===== src/rtl/game_pkg.sv =====
// Shared geometry and types for the flappy-bird referee and its hit-test slice.
// Coordinates are 11-bit; all geometry sums are done in 12 bits so nothing wraps.
package game_pkg;

  localparam logic [11:0] SCREEN_W = 12'd1024;
  localparam logic [11:0] TUBE_W   = 12'd120;
  localparam logic [11:0] GAP_H    = 12'd250;
  localparam logic [11:0] BIRD_W   = 12'd40;
  localparam logic [11:0] BIRD_H   = 12'd50;

  typedef logic [10:0] coord_t;

  typedef enum logic [1:0] {RUN, PENDING, OVER} ref_state_e;

endpackage


===== src/rtl/bird_tube_hit.sv =====
// Per-bird tube selection and collision test for a bird column fixed at x = BX.
// The active tube is the nearest on-screen tube whose trailing edge is still ahead of the bird.
module bird_tube_hit
  import game_pkg::*;
#(
  parameter int BX      = 180,
  parameter int N_TUBES = 3,
  parameter int IDX_W   = 2
) (
  input  coord_t [N_TUBES-1:0] tube_x_i,
  input  coord_t [N_TUBES-1:0] gap_y_i,
  input  coord_t               by_i,
  output logic                 hit_o,
  output logic [IDX_W-1:0]     active_idx_o,
  output logic                 active_valid_o
);

  localparam logic [11:0] BXL = 12'(BX);
  localparam logic [11:0] BXR = BXL + BIRD_W - 12'd1;

  always_comb begin
    logic             vld;
    logic [IDX_W-1:0] idx;
    logic [11:0]      tx, gy, by, x;
    vld = 1'b0;
    idx = '0;
    tx  = '0;
    gy  = '0;
    by  = {1'b0, by_i};
    // Strict '<' keeps the lowest index when two tubes share an x.
    for (int i = 0; i < N_TUBES; i++) begin
      x = {1'b0, tube_x_i[i]};
      if (x < SCREEN_W && x + TUBE_W > BXL && (!vld || x < tx)) begin
        vld = 1'b1;
        idx = IDX_W'(i);
        tx  = x;
        gy  = {1'b0, gap_y_i[i]};
      end
    end
    active_valid_o = vld;
    active_idx_o   = idx;
    hit_o = vld && (BXR >= tx) && (BXL <= tx + TUBE_W - 12'd1) &&
            ((by < gy) || (by + BIRD_H - 12'd1 > gy + GAP_H));
  end

endmodule


===== src/rtl/race_referee.sv =====
// N-player flappy-bird referee: alive tracking, tube scoring and winner resolution,
// with delayed resolution while the last survivor is still level with a tube that downed others.
module race_referee
  import game_pkg::*;
#(
  parameter int N_BIRDS = 4,
  parameter int N_TUBES = 3,
  parameter int SCORE_W = 8,
  parameter int BIRD_X0 = 180,
  parameter int BIRD_DX = 80
) (
  input  logic                              clk,
  input  logic                              rst,
  input  logic                              game_rst_i,
  input  logic                              tick_i,
  input  coord_t [N_BIRDS-1:0]              bird_y_i,
  input  logic   [N_BIRDS-1:0]              bird_edge_i,
  input  coord_t [N_TUBES-1:0]              tube_x_i,
  input  coord_t [N_TUBES-1:0]              gap_y_i,
  output logic   [N_BIRDS-1:0]              alive_o,
  output logic   [N_BIRDS-1:0][SCORE_W-1:0] score_o,
  output logic                              game_over_o,
  output logic                              winner_valid_o,
  output logic   [N_BIRDS-1:0]              winner_mask_o
);

  localparam int IDX_W = (N_TUBES > 1) ? $clog2(N_TUBES) : 1;
  localparam int CNT_W = $clog2(N_BIRDS + 1);

  function automatic logic [11:0] bx_of(int b);
    return 12'(BIRD_X0 + b * BIRD_DX);
  endfunction

  ref_state_e                        state_q;
  logic [N_BIRDS-1:0]                alive_q, alive_d;
  logic [N_BIRDS-1:0][SCORE_W-1:0]   score_q, score_d;
  coord_t [N_TUBES-1:0]              prev_q;
  logic                              pend_vld_q;
  logic [IDX_W-1:0]                  pend_tube_q;
  logic [N_BIRDS-1:0]                pend_grp_q;
  logic                              game_over_q, win_vld_q;
  logic [N_BIRDS-1:0]                win_mask_q;

  logic [N_BIRDS-1:0]                hit, act_vld, crash, tcrash, on_pend, passed, new_grp, fin_mask;
  logic [N_BIRDS-1:0][IDX_W-1:0]     act_idx;
  logic [CNT_W-1:0]                  surv;
  logic                              new_vld, fin, to_pend, load_pend;
  logic [IDX_W-1:0]                  new_tube;
  logic [11:0]                       pend_x;

  for (genvar g = 0; g < N_BIRDS; g++) begin : g_bird
    bird_tube_hit #(
      .BX      (BIRD_X0 + g * BIRD_DX),
      .N_TUBES (N_TUBES),
      .IDX_W   (IDX_W)
    ) u_hit (
      .tube_x_i       (tube_x_i),
      .gap_y_i        (gap_y_i),
      .by_i           (bird_y_i[g]),
      .hit_o          (hit[g]),
      .active_idx_o   (act_idx[g]),
      .active_valid_o (act_vld[g])
    );
  end

  always_comb begin
    logic inc;
    logic [11:0] px, tx;
    inc     = 1'b0;
    px      = '0;
    tx      = '0;
    crash   = alive_q & (bird_edge_i | hit);
    tcrash  = alive_q & hit & act_vld;
    alive_d = alive_q & ~crash;
    surv    = '0;
    for (int b = 0; b < N_BIRDS; b++) surv = surv + CNT_W'(alive_d[b]);

    // A multi-tube crash tick resolves to the tube of the lowest-index tube-crashed bird.
    new_vld  = 1'b0;
    new_tube = '0;
    for (int b = 0; b < N_BIRDS; b++)
      if (tcrash[b] && !new_vld) begin
        new_vld  = 1'b1;
        new_tube = act_idx[b];
      end
    for (int b = 0; b < N_BIRDS; b++) new_grp[b] = tcrash[b] && (act_idx[b] == new_tube);

    pend_x = {1'b0, tube_x_i[pend_tube_q]};
    for (int b = 0; b < N_BIRDS; b++) begin
      on_pend[b] = tcrash[b] && (act_idx[b] == pend_tube_q);
      passed[b]  = alive_q[b] && ((bx_of(b) >= pend_x + TUBE_W) || (pend_x >= SCREEN_W));
    end

    // Only a tube that was on-screen last tick can score, so respawns and the reset value never do.
    for (int b = 0; b < N_BIRDS; b++) begin
      inc = 1'b0;
      for (int t = 0; t < N_TUBES; t++) begin
        px = {1'b0, prev_q[t]};
        tx = {1'b0, tube_x_i[t]};
        if (px < SCREEN_W && px + TUBE_W > bx_of(b) && tx + TUBE_W <= bx_of(b)) inc = 1'b1;
      end
      score_d[b] = (alive_d[b] && inc && score_q[b] != '1) ? score_q[b] + 1'b1 : score_q[b];
    end

    fin       = 1'b0;
    fin_mask  = '0;
    to_pend   = 1'b0;
    load_pend = 1'b0;
    case (state_q)
      RUN: if (|crash) begin
        load_pend = new_vld && (surv != '0);
        if (surv == CNT_W'(1)) begin
          if (new_vld || pend_vld_q) to_pend = 1'b1;
          else begin
            fin      = 1'b1;
            fin_mask = alive_d;
          end
        end else if (surv == '0) begin
          fin      = 1'b1;
          fin_mask = crash;
        end
      end
      PENDING: begin
        if (|on_pend) begin
          fin      = 1'b1;
          fin_mask = pend_grp_q | alive_q;
        end else if (|crash) begin
          fin      = 1'b1;
          fin_mask = pend_grp_q;
        end else if (|passed) begin
          fin      = 1'b1;
          fin_mask = alive_q;
        end
      end
      default: ;
    endcase
  end

  always_ff @(posedge clk or posedge rst) begin
    if (rst) begin
      state_q     <= RUN;
      alive_q     <= '1;
      score_q     <= '0;
      prev_q      <= '1;
      pend_vld_q  <= 1'b0;
      pend_tube_q <= '0;
      pend_grp_q  <= '0;
      game_over_q <= 1'b0;
      win_vld_q   <= 1'b0;
      win_mask_q  <= '0;
    end else if (game_rst_i) begin
      state_q     <= RUN;
      alive_q     <= '1;
      score_q     <= '0;
      prev_q      <= tube_x_i;
      pend_vld_q  <= 1'b0;
      pend_tube_q <= '0;
      pend_grp_q  <= '0;
      game_over_q <= 1'b0;
      win_vld_q   <= 1'b0;
      win_mask_q  <= '0;
    end else begin
      win_vld_q <= 1'b0;
      if (tick_i && state_q != OVER) begin
        alive_q <= alive_d;
        score_q <= score_d;
        prev_q  <= tube_x_i;
        if (load_pend) begin
          pend_vld_q  <= 1'b1;
          pend_tube_q <= new_tube;
          pend_grp_q  <= new_grp;
        end
        if (to_pend) state_q <= PENDING;
        if (fin) begin
          state_q     <= OVER;
          game_over_q <= 1'b1;
          win_vld_q   <= 1'b1;
          win_mask_q  <= fin_mask;
        end
      end
    end
  end

  assign alive_o        = alive_q;
  assign score_o        = score_q;
  assign game_over_o    = game_over_q;
  assign winner_valid_o = win_vld_q;
  assign winner_mask_o  = win_mask_q;

endmodule


===== config.mk =====
export PLATFORM = sky130hd
export DESIGN_NAME = race_referee
export DESIGN_NICKNAME = d
export VERILOG_FILES = /design/src/rtl/game_pkg.sv /design/src/rtl/bird_tube_hit.sv /design/src/rtl/race_referee.sv
export SDC_FILE = /design/constraint.sdc
export NUM_CORES = 1
export LEC_CHECK = 0
export ABC_AREA = 1
export CORE_MARGIN = 1.5
export CORE_UTILIZATION = 30
export CTS_CLUSTER_DIAMETER = 80
export DETAILED_ROUTE_END_ITERATION = 10
export GPL_TIMING_DRIVEN = 0
export MAX_ROUTING_LAYER = met4
export SYNTH_ARGS = -nofsm -noshare
export SYNTH_HDL_FRONTEND = slang
export SYNTH_SLANG_ARGS = --single-unit
export TNS_END_PERCENT = 100

===== constraint.sdc =====
create_clock -name clk -period 3 [get_ports clk]
set_clock_uncertainty 0.2 [all_clocks]
set_input_delay 0.6 -clock clk [delete_from_list [all_inputs] [get_ports clk]]
set_output_delay 0.6 -clock clk [all_outputs]
set_load 0.05 [all_outputs]

Word level (Yosys, flattened, before mapping)
Cells that the tools add are included.
Word-level totals
  register bits: 84
  input port bits: 118
  output and inout port bits: 42
Operators by class
  $add $sub $neg: 34
  order comparisons: 72
  equality and inequality tests: 15
  multiplexer cells: 120
  bitwise gates (word level): 7
  reductions and logical operators: 130
Operators with widths (count)
  two-way mux 11 bit: 25
  greater-than comparator 12 x 9 -> 1 bit, second input constant: 18
  adder 11 x 7 -> 12 bit, second input constant: 11
  < comparator 11 bit: 12
  less-or-equal comparator 12 x 9 -> 1 bit, second input constant: 9
  subtractor 12 x 1 -> 12 bit, second input constant: 8
  logical AND 1 bit: 81
  greater-than comparator 12 x 8 -> 1 bit, second input constant: 6
  < comparator 11 bit, second input constant: 6
  two-way mux 33 bit: 2
  two-way mux 32 bit: 2
  two-way mux 4 bit: 15
  two-way mux 1 bit: 54
  adder 11 x 6 -> 12 bit, second input constant: 4
  adder 11 x 8 -> 12 bit, second input constant: 4
  greater-than comparator 12 bit: 4
  greater-or-equal comparator 9 x 12 -> 1 bit, first input constant: 3
  less-or-equal comparator 12 x 8 -> 1 bit, second input constant: 3
  less-or-equal comparator 9 x 12 -> 1 bit, first input constant: 3
  greater-or-equal comparator 9 x 11 -> 1 bit, first input constant: 3
  adder 8 x 1 -> 8 bit, second input constant: 4
  two-way mux 8 bit: 4
  inequality test 8 bit, second input constant: 4
  two-way mux 2 bit: 15
  26 further kinds: 78

Logic depth before layout (Yosys ltp)
  word-level depth: 38
  gate-level depth with buffers: 70

Cells and area by module
From an unflattened synthesis, not the netlist that was laid out.
Unflattened totals
  cells, all modules: 2752
  area total of the unflattened synthesis: 16644.7 um2
By module, submodules not included
  race_referee: times used 1, cells each 1019, area each 6844.1 um2
  bird_tube_hit (g_bird[2].u_hit): times used 1, cells each 439, area each 2511.2 um2
  bird_tube_hit (g_bird[3].u_hit): times used 1, cells each 434, area each 2483.6 um2
  bird_tube_hit (g_bird[1].u_hit): times used 1, cells each 433, area each 2422.3 um2
  bird_tube_hit (g_bird[0].u_hit): times used 1, cells each 427, area each 2383.5 um2

Worst setup path after synthesis
OpenSTA, ideal clock, no wires.
  kind: input to register
  start point: input port tube_x_i[3] in the netlist's numbering
  end point: register pend_grp_q[2]
  arrival time: 9303 ps
  required time: 2683 ps
  slack: -6620 ps
  cell stages on the path: 63
  path buffers: 5
  cell sequence: inv_2 -> ha_1 -> nand2_1 -> nand2_1 -> nor2_1 -> nand4_1 -> nand2_1 -> nand2_1 -> nand2_1 -> nor2_1 -> clkbuf_1 -> nand2_1 -> ha_1 -> a21oi_1 -> nand3b_1 -> a21oi_1 -> a2111oi_0 -> nand2_1 -> [27 not listed] -> a32o_1 -> nand2_1 -> nand3_2 -> nand2_2 -> nor2_2 -> inv_1 -> fa_1 -> inv_1 -> ha_1 -> ha_1 -> nor2_1 -> nand2_1 -> nand4_2 -> nand2_2 -> nand2_2 -> nor2_1 -> nand3_1 -> nand2_1
Between the ends
  cells in the longest elaborated chain, start to end: 34
  elaborated cells on any way between the ends: 165
  those cells by class: 16 x add/sub; 29 x order compare; 1 x eq/ne; 57 x mux; 6 x bitwise; 56 x reduce/logical
Ends and longest elaborated chain
  start: declaration: line race_referee.sv:18  | input coord_t [N_TUBES-1:0] tube_x_i,
  branches (longest 34 deep; another with adder 11 x 7 -> 12 bit)
  end signal: assignment: line race_referee.sv:171  | pend_grp_q <= new_grp;
  end: declaration: line race_referee.sv:40  | logic [N_BIRDS-1:0] pend_grp_q;
Several ways; the timed one is not identified. The select of a mux whose other input is x is not followed.
A chain may end at the register's enable or synchronous reset.

Final worst setup path
  start point: input port tube_x_i[3] in the netlist's numbering
  end point: register win_mask_q[0], in the netlist winner_mask_o[0]
Between the ends
  cells in the longest elaborated chain, start to end: 37
  elaborated cells on any way between the ends: 200
  those cells by class: 17 x add/sub; 34 x order compare; 5 x eq/ne; 69 x mux; 6 x bitwise; 69 x reduce/logical
Ends and longest elaborated chain
  branches (longest 37 deep; another with adder 11 x 7 -> 12 bit)
  end signal: assignment: line race_referee.sv:178  | win_mask_q <= fin_mask;
  end: declaration: line race_referee.sv:42  | logic [N_BIRDS-1:0] win_mask_q;
Several ways; the timed one is not identified. The select of a mux whose other input is x is not followed.

==> results.tsv <==
metric	value	unit
status	finished, violations left	
violations	setup timing	
nNetsFinal	2888	
crit_path_frequent_cell	nand2_2	
synth_ff_type	dfrtp_1	
yosys.area_share.xor_xnor	5.21	%
cp.arrival	9070	ps
port_buffers	154	
max_freq	0.111	GHz
totalPowerFinal	8.75	mW
max-slew-margin-rel	39.0	%
synth_fa_ha_area_share	16.7	%
die_y	222	um
setup_viol	51	
powerDensity	444	nW/um2
wl	54.7	mm
antenna_found_initial	2	
hold_ws	270	ps
leakagePower	9.13	nW
ctsHtreeMaxLevel	3	
async_flop_share	100	%
instances_no_fill	3199	
final-max-slew-violation-count	0	
worstHoldPathType	reg2reg	
drt_iter0_markers	1158	
finalSetupTns	-262800	ps
numCtsBuffers	9	
synth_area_per_cell	6.32	um2
initial_core_util	30.3	%
wire_per_inst	17.1	um
cts_root_buffer	clkbuf_16	
cp_max_fo	6	
area_growth	36.4	%
grt_usage	22.1	%
grt_max_degree	49	
seq_area_frac_synth	14.9	%
synth_seq_cells	84	
clk-insertion-delay-late	350	ps
placed_cells	3064	
cts_tree	yes	
cts_hold_buf	0	
synth_compound_area_share	19.1	%
ys_types	64	
muxShareOfSynthArea	0	%
dieWidth	222	um
clockBufferDepth	2	
cp_data_required_time	3050	ps
fin_crit	9020	ps
grt_pass1_vias	16110	
boundaryPins	160	
clkTransAtPathRegs	70	ps
synth_top_family_by_area	simple AND/OR/NAND/NOR gates	
core.rowCount	80	
criticalPathCategory	in2reg	
synth-warning-count	0	
ant_nets	0	
detailroute.via_count	16842	
drc	0	
slowest_stage	fa_1	
synth-simple-area-share	34.0	%
dpl.hpwl	43.4	mm
finalCritPeriodShare	301	%
grt_pass1_wl	85.7	mm
netlist_area	14400	um2
gp_congestion	0.969	
die_area	49500	um2
cp-end-kind	flop	
avgViaCountPerCell	5.26	
postSynthCellCount	2287	
drtPass1Iterations	6	
rsz0062_at_grt	yes	
maxCapViolations	0	
cts.sinks	84	
core	47600	um2
worstSetupStartpointType	input port	
final_layout_size_suffix_gt1_share	21.0	%
slowest_delay	400	ps
vdd.ir_drop.worst	0.261	mV
hold_violations	0	
worst_pin_slew	914	ps
grt_overflow	0	
setup_ws	-6020	ps
synth_edf_count	0	
[cells in the final DEF (no fill, tap or decap), types with 29 or more instances in the layout]
cell type,count
inv_2,29
nand4_1,51
clkdlybuf4s50_1,141
o21ai_1,53
o211ai_1,52
buf_4,103
xor2_1,65
nand3_1,142
nand2_1,489
o21ai_0,125
nor2_1,159
ha_1,162
nor3_1,36
a21oi_1,107
nand2_2,56
dfstp_2,37
dfrtp_1,47
inv_1,271
[logic make-up after synthesis]
group                    count (synthesis)
XOR/XNOR                                86
AND/OR/NAND/NOR                       1075
AO/OA/AOI/OAI                          477
flip-flops                              84
other                                    1
adder cells (fa/ha/maj)                192
buffers and inverters                  372
[cell usage after synthesis, types with 7 or more instances]
master       n  share of area (%)
nand2_1    534                 14
inv_1      288                7.5
o21ai_0    192                6.7
ha_1       191                 17
nor2_1     174                4.5
nand3_1    159                5.5
a21oi_1    130                4.5
xor2_1      66                4.0
o211ai_1    52                2.7
nand4_1     51                2.2
nor3_1      51                1.8
dfrtp_1     47                8.1
clkbuf_1    40                1.0
dfstp_2     37                6.7
nand2_2     32                1.4
o21ai_1     23               0.80
inv_2       22               0.57
xnor2_1     20                1.2
a211oi_1    14               0.73
buf_2       11               0.38
nor2_2      11               0.48
o21bai_1     9               0.47
or2_2        9               0.39
nand3b_1     8               0.42
o2111ai_1    8               0.49
a31oi_1      7               0.30
nor4_1       7               0.30
[critical path, delay by kind of cell]
kind / cells / cell delay (ps)
AO/OA/AOI/OAI: 21 / 3100
adder cells (fa/ha/maj): 7 / 1610
buffers and inverters: 14 / 1470
AND/OR/NAND/NOR: 28 / 2220
[power breakdown]
group          switching [mW]  internal [mW]
Combinational            3.73           2.40
Clock                   0.512          0.619
Sequential              0.148           1.34
Total                    4.39           4.36
[per-stage QoR]
stage	instance area (um2)	util, %	setup slack (ps)
3_5_place_dp	17200	36.2	-8380
4_1_cts	18900	39.6	-6100
5_1_grt	19700	41.4	-6460
3_3_place_gp	17200	36.1	-8290
2_1_floorplan	14900	-	-5670
6_report	19700	41.4	-6020
[flip-flops by register name, summed over array words and instances, names as in the netlist]
register	cells
prev_q	33
score_o	32
pend_tube_q	2
pend_grp_q	4
winner_mask_o	4
pend_vld_q	1
alive_o	4
winner_valid_o	1
state_q	2
game_over_o	1
[metal layers]
metal  routed length, um  track usage, %  vias to the layer above
met2               25500            36.6                      537
met5                   0               -                        -
li1                    -               -                     8304
met4                1680            5.90                        0
met3                3000            2.75                      106
met1               24500            28.4                     7895
[cell type report]
| class | instances | area [um2] |
|---|---|---|
| Tap cell | 615 | 769 |
| Buffer | 59 | 520 |
| Sequential cell | 84 | 2150 |
| Clock inverter | 5 | 42.5 |
| Clock buffer | 11 | 253 |
| Multi-Input combinational cell | 1838 | 12200 |
| Inverter | 313 | 1220 |
| Timing Repair Buffer | 273 | 2530 |
| Antenna cell | 1 | 2.50 |
| Fill cell | 4908 | 27900 |
[final timing paths]
check / from / cells past startpoint / slack (ps) / end
min in group asynchronous: rst / 2 / 460 / score_o[24]
hold reg to reg: prev_q[23] / 2 / 270 / prev_q[23]
setup / recovery: tube_x_i[3] / 70 / -6020 / winner_mask_o[0]
setup reg to reg: pend_tube_q[0] / 21 / -920 / state_q[0]
max in group asynchronous: rst / 3 / 1480 / alive_o[1]
hold / removal: prev_q[23] / 2 / 270 / prev_q[23]
[repair_timing]
action                     4_1_cts  5_1_grt
setup endpoints to repair       61       84
pin swaps                       94      102
setup buffers                   85       31
resized for setup              221      140
cloned                           2        2
(Power assumes the default switching activity.)
==> patch 1: new RTL, same flow settings <==
`BIRD_DX`: 80 -> 60.
--- a/src/rtl/race_referee.sv
+++ b/src/rtl/race_referee.sv
@@ -7,7 +7,7 @@
   parameter int N_TUBES = 3,
   parameter int SCORE_W = 8,
   parameter int BIRD_X0 = 180,
-  parameter int BIRD_DX = 80
+  parameter int BIRD_DX = 60
 ) (
   input  logic                              clk,
   input  logic                              rst,
Check against the original RTL: not equivalent (a bounded check fails within 4 cycles, from zero or initial values and one cycle with rst high).
==> patch 1 against the unedited design <==
- the run still ends with setup timing left
- total power is 6.3% higher
- design area increased by 4.4%
- sequential share of layout area is 0.45 points lower
- worst setup slack lost 0.35 ns
- routed wire length rose by 6.0%
- sequential cell count did not move
- area after synthesis decreased by 0.12%
- combinational power increased by 7.8%
- largest cell class unchanged
==> patch 1: results (changes against the unedited design) <==
----------------------------------------------------
[Outcome]
  Outcome ... complete, but fails checks
  Violations in the final reports ... setup timing

[STA]
  Final Hold Slack ... 0.290 ns (+0.0193 ns)
  Normalized max-slew margin ... 43.2% (+4.2 points)
  Setup violations, final ... 51 (unchanged)
  Total Neg Setup Slack ... -284.18 ns (-21.38 ns)
  Least setup slack across all paths after layout ... -6.37 ns (-0.351 ns)

[CTS]
  Number of hold-repair buffers added at the cts stage ... 0 (unchanged)
  Clock root buffer ... clkbuf_16
  TritonCTS clock tree ... yes
  Deepest level of the CTS H-tree ... 3 (unchanged)
  TritonCTS buffer count ... 9 (unchanged)

[Finish]
  Ratio of cells with drive above 1 in the final layout ... 25.3% (+4.3 points)
  Count of filler cells inserted in the layout ... 4924 (+0.33%)
  Total Nets Final ... 2928 (+1.4%)
  Non-Filler Instances ... 3228 (+0.91%)
  Number of diodes ... 0 (-1)

[Global route]
  All-Layer GR Usage ... 23.1% (+0.94 points)
  Vias in the first global route ... 16500 (+2.7%)
  Initial antenna violation count ... 1 (-1)
  Maximum number of pins on one net before global-route repair ... 62 (+27%)
  Global-route wire length before repair ... 88500 um (+3.3%)

[Detailed routing]
  Routed Wire Length ... 58000 um (+6.0%)
  Number of iterations in the first detailed-routing pass ... 6 (unchanged)
  First-iteration detailed-routing DRC count ... 1381 (+19%)
  Detailed-route vias per instance ... 5.36 (+1.8%)

[Setup path]
  Cell with the largest stage delay on the worst path ... fa_1
  Setup slack, reg-to-reg ... -1.20 ns (-0.28 ns)
  Top delay family on crit path ... buffers and inverters
  CP peak stage delay ... 0.50 ns (+0.10 ns)
  Arrival @ worst endpoint ... 9.42 ns (+0.35 ns)
  CP max FO ... 5 (-1)

[Placed design]
  Minimum setup slack after placement ... -8.24 ns (+0.145 ns)
  Area of placed instances ... 17400 sq um (+0.94%)
  Routability-driven placement congestion ratio ... 0.951 (-1.9%)
  DP Wirelength ... 44000 um (+1.5%)
  Number of placed instances, taps included ... 3030 (-1.1%)

[Logic synthesis]
  Proportion of register bits with asynchronous set or reset after synthesis ... 100% (unchanged)
  Area contributors post-synth ... ha_1 17%, nand2_1 13%, dfrtp_1 8.2%
  Proportion of synthesized chip area in sequential cells ... 14.9% (+0.018 points)
  Distinct cells, synth ... 69 (+7.8%)
  Leading cell types by count after synthesis ... 510 x nand2_1, 264 x inv_1, 201 x ha_1
  Predominant post-synthesis flop cell ... dfrtp_1
  Cell count after synthesis ... 2253 (-1.5%)

[Power and ir drop]
  Maximum vdd ir drop ... 0.289 mV (+11%)
  Static leakage ... 9.47 nW (+3.8%)

----------------------------------------------------
-- patch 1: cell count changes in the layout (fill, tap and decap cells not counted), sizes merged, moves of 7 or more --
cell    before  now
ha         191  201
xnor2       20   31
buf        145  219
clkbuf      50   43
nand4       55   47
nand2      572  541
inv        309  281
-- patch 1: cell type report --
type                    instances  area (sq um)  share of cell area [%]
repair buffers                337          3010                    14.7
multi-input cells            1831         12600                    61.2
flip-flops and latches         84          2150                    10.4
clock inverters                 7          82.6                   0.402
clock buffers                   9           225                    1.10
well taps                     615           769                    3.74
plain buffers                  62           622                    3.02
inverters                     283          1110                    5.41
-- patch 1: cell families after synthesis --
| kind of cell | count (synthesis) | share of synthesized area, % |
|---|---|---|
| XOR/XNOR | 97 | 5.89 |
| other | 1 | 0.0260 |
| AND/OR/NAND/NOR | 1034 | 31.9 |
| AO/OA/AOI/OAI | 486 | 19.9 |
| buffers and inverters | 345 | 9.54 |
| flip-flops | 84 | 14.9 |
| multiplexers | 4 | 0.312 |
| adder cells (fa/ha/maj) | 202 | 17.6 |
-- patch 1: final timing paths --
path,from,end,cells past startpoint
worst min-delay path,winner_mask_o[2]$_DFFE_PP0P_,winner_mask_o[2]$_DFFE_PP0P_,2
worst max-delay path,tube_x_i[4],winner_mask_o[2]$_DFFE_PP0P_,75
min in group asynchronous,rst,prev_q[7]$_DFFE_PP1P_,2
worst min register to register,winner_mask_o[2]$_DFFE_PP0P_,winner_mask_o[2]$_DFFE_PP0P_,2
max in group asynchronous,rst,alive_o[1]$_DFFE_PP1P_,3
worst max register to register,prev_q[14]$_DFFE_PP1P_,score_o[7]$_DFFE_PP0P_,22
-- patch 1: timing repair --
| item | in CTS | in global routing |
|---|---|---|
| cloned | 3 | 0 |
| pin swaps | 97 | 120 |
| setup buffers | 131 | 51 |
| gates resized for setup | 212 | 226 |
| endpoints found under the setup margin | 81 | 55 |
-- patch 1: where the power goes --
| group | switching, mW | internal (mW) |
|---|---|---|
| Combinational | 3.98 | 2.63 |
| Clock | 0.526 | 0.659 |
| Sequential | 0.146 | 1.36 |
| Total | 4.65 | 4.65 |
-- patch 1: tightest hold or removal path, stage by stage, from the launching register on --
cell and delay [ns]:
dfrtp_1 0.35, nand2_1 0.05, nand2_1 0.05
-- patch 1: metal layers --
layer,part of all wire [%],up-vias,track usage (%)
li1,-,8374,-
met1,44,8137,29.4
met2,47,641,37.5
met3,5.6,143,2.54
met4,3.6,0,8.51
met5,0,-,-
==> patch 2: new RTL, same settings <==
Made on the original files. Re-encode `ref_state_e` (3 states) as one-hot, 3 bits wide.
--- a/src/rtl/game_pkg.sv
+++ b/src/rtl/game_pkg.sv
@@ -10,7 +10,7 @@
 
   typedef logic [10:0] coord_t;
 
-  typedef enum logic [1:0] {RUN, PENDING, OVER} ref_state_e;
+  typedef enum logic [2:0] {RUN = 3'b001, PENDING = 3'b010, OVER = 3'b100} ref_state_e;
 
 endpackage
 
Function: no difference found for any inputs over 4 cycles, from zero or initial values and one cycle with rst high; so few cycles prove little.
==> patch 2 against the unedited design <==
- the flow still finishes with violations (setup timing)
- fmax is 2.9% lower
- design area is 0.44% higher
- combinational power is 12% lower
- largest cell class unchanged
- critical path type unchanged
- routed wire length is 0.63% higher
- total power is 8.6% lower
- core utilization is 0.27 points higher
- cell count hardly changed
- worst setup slack worse by 0.27 ns
- sequential cell count is 1 higher
- area after synthesis is 0.45% lower
==> patch 2: results (changes against the unedited design) <==
----------------------------------------------------
[Outcome]
  Outcome ... complete, but fails checks
  Violations in the final reports ... setup timing

[Global route]
  All-Layer GR Usage ... 22.1% (-0.067 points)
  Global-route wire length before repair ... 85100 um (-0.64%)
  Vias in the first global route ... 15900 (-1.5%)
  Maximum number of pins on one net before global-route repair ... 45 (-8.2%)
  Initial antenna violation count ... 0 (-2)

[Setup path]
  CP max FO ... 10 (+4)
  Setup slack, reg-to-reg ... -0.94 ns (-0.02 ns)
  Startpoint of the lowest-slack register-to-register path ... prev_q[3]$_DFFE_PP1P_
  Top delay family on crit path ... simple AND/OR/NAND/NOR gates
  CP peak stage delay ... 0.47 ns (+0.07 ns)
  Endpoint of the lowest-slack register-to-register path ... score_o[26]$_DFFE_PP0P_
  Cell count of the worst reg-to-reg path ... 17 (-19%)
  Arrival @ worst endpoint ... 9.35 ns (+0.28 ns)

[Placed design]
  Area of placed instances ... 17300 sq um (+0.37%)
  Routability-driven placement congestion ratio ... 0.964 (-0.50%)
  DP Wirelength ... 43800 um (+0.92%)

[Finish]
  Ratio of cells with drive above 1 in the final layout ... 21.3% (+0.25 points)
  Count of filler cells inserted in the layout ... 4895 (-0.26%)
  Total Nets Final ... 2891 (+0.10%)

[STA]
  Least setup slack across all paths after layout ... -6.29 ns (-0.274 ns)
  Normalized max-slew margin ... 27.7% (-11 points)
  Final Hold Slack ... 0.284 ns (+0.0140 ns)
  Setup violations, final ... 52 (+2.0%)

[Worst hold path]
  Launch instance of the worst min-delay path ... prev_q[24]$_DFFE_PP1P_
  Hold-critical path endpoint ... prev_q[24]$_DFFE_PP1P_

[Detailed routing]
  Detailed-route vias per instance ... 5.28 (+0.29%)
  WL/cell ... 17.2 um (+0.53%)
  First-iteration detailed-routing DRC count ... 1361 (+18%)

[Logic synthesis]
  Leading cell types by count after synthesis ... 524 x nand2_1, 288 x inv_1, 193 x o21ai_0
  Distinct cells, synth ... 66 (+3.1%)
  Proportion of synthesized chip area in sequential cells ... 15.1% (+0.25 points)

[CTS]
  Clock root buffer ... clkbuf_16

[Power and ir drop]
  Maximum vdd ir drop ... 0.284 mV (+8.9%)

----------------------------------------------------
[patch 2: cell count changes after synthesis, sizes merged, moves of 6 or more]
cell / change
o21a: +7
xnor2: +6
inv: -9
nand3: -6
o311ai: +6
nand2: -21
nor3: +10
nand4: +6
[patch 2: cell type report]
type	instances	area (sq um)	share of cell area [%]
flip-flops and latches	85	2170	11.0
clock buffers	9	225	1.14
multi-input cells	1836	12200	61.6
clock inverters	7	76.3	0.386
repair buffers	285	2630	13.3
plain buffers	58	534	2.70
well taps	615	769	3.89
inverters	306	1180	5.98
diodes	1	2.50	0.0126
[patch 2: worst max-delay path by stage]
| stage | endpoint | start | slack (ns) | depth (start not counted) |
|---|---|---|---|---|
| finish | winner_mask_o[2]$_DFFE_PP0P_ | tube_x_i[3] | -6.29 | 65 |
| global route | winner_mask_o[2]$_DFFE_PP0P_ | tube_x_i[3] | -6.80 | 70 |
| CTS | winner_mask_o[0]$_DFFE_PP0P_ | tube_x_i[3] | -6.38 | 71 |
| detailed placement | winner_mask_o[0]$_DFFE_PP0P_ | tube_x_i[4] | -8.82 | 67 |
| global placement | winner_mask_o[0]$_DFFE_PP0P_ | tube_x_i[4] | -8.68 | 67 |
| floorplan | winner_mask_o[0]$_DFFE_PP0P_ | tube_x_i[5] | -5.71 | 68 |
[patch 2: through the flow]
stage / setup slack, ns / total power, mW / cells / setup TNS [ns]
final: -6.29 / 8.00 / 3202 / -280.04
after floorplan: -5.71 / 4.69 / 2285 / -246.55
after CTS: -6.38 / 7.63 / 3158 / -279.16
after detailed placement: -8.82 / 5.98 / 3055 / -407.42
after global routing: -6.80 / 8.66 / 3201 / -308.17
after global placement: -8.68 / 5.86 / 3054 / -500.91
[patch 2: tightest hold or removal path, stage by stage (launching register included)]
cell and delay, ns:
dfstp_2 0.38, nand2_1 0.06, nand2_1 0.05
[patch 2: timing repair]
action,in CTS,in global routing
buffers inserted,86,43
pin swaps,85,97
cloned,1,0
gates resized for setup,235,136
endpoints found under the setup margin,85,77
[patch 2: cell families after synthesis]
logic type      Yosys count  synth area share [%]
buf+inv                 364                  9.93
simple gates           1069                  33.3
flops                    85                  15.1
fa+ha+maj               192                  16.8
other cells               1                0.0261
xor+xnor                 91                  5.59
compound gates          476                  19.3
[patch 2: report_power, final]
part | leakage, nW | internal (mW) | switching, mW
registers | 1.05 | 1.31 | 0.124
clock network | 0.148 | 0.591 | 0.565
logic | 7.97 | 2.14 | 3.27
total | 9.17 | 4.04 | 3.96
[patch 2: per-layer routing]
layer	global-route usage [%]	wire [um]
met1	29.1	24800
met2	37.0	26200
met3	1.82	3040
met4	3.98	945
met5	-	0
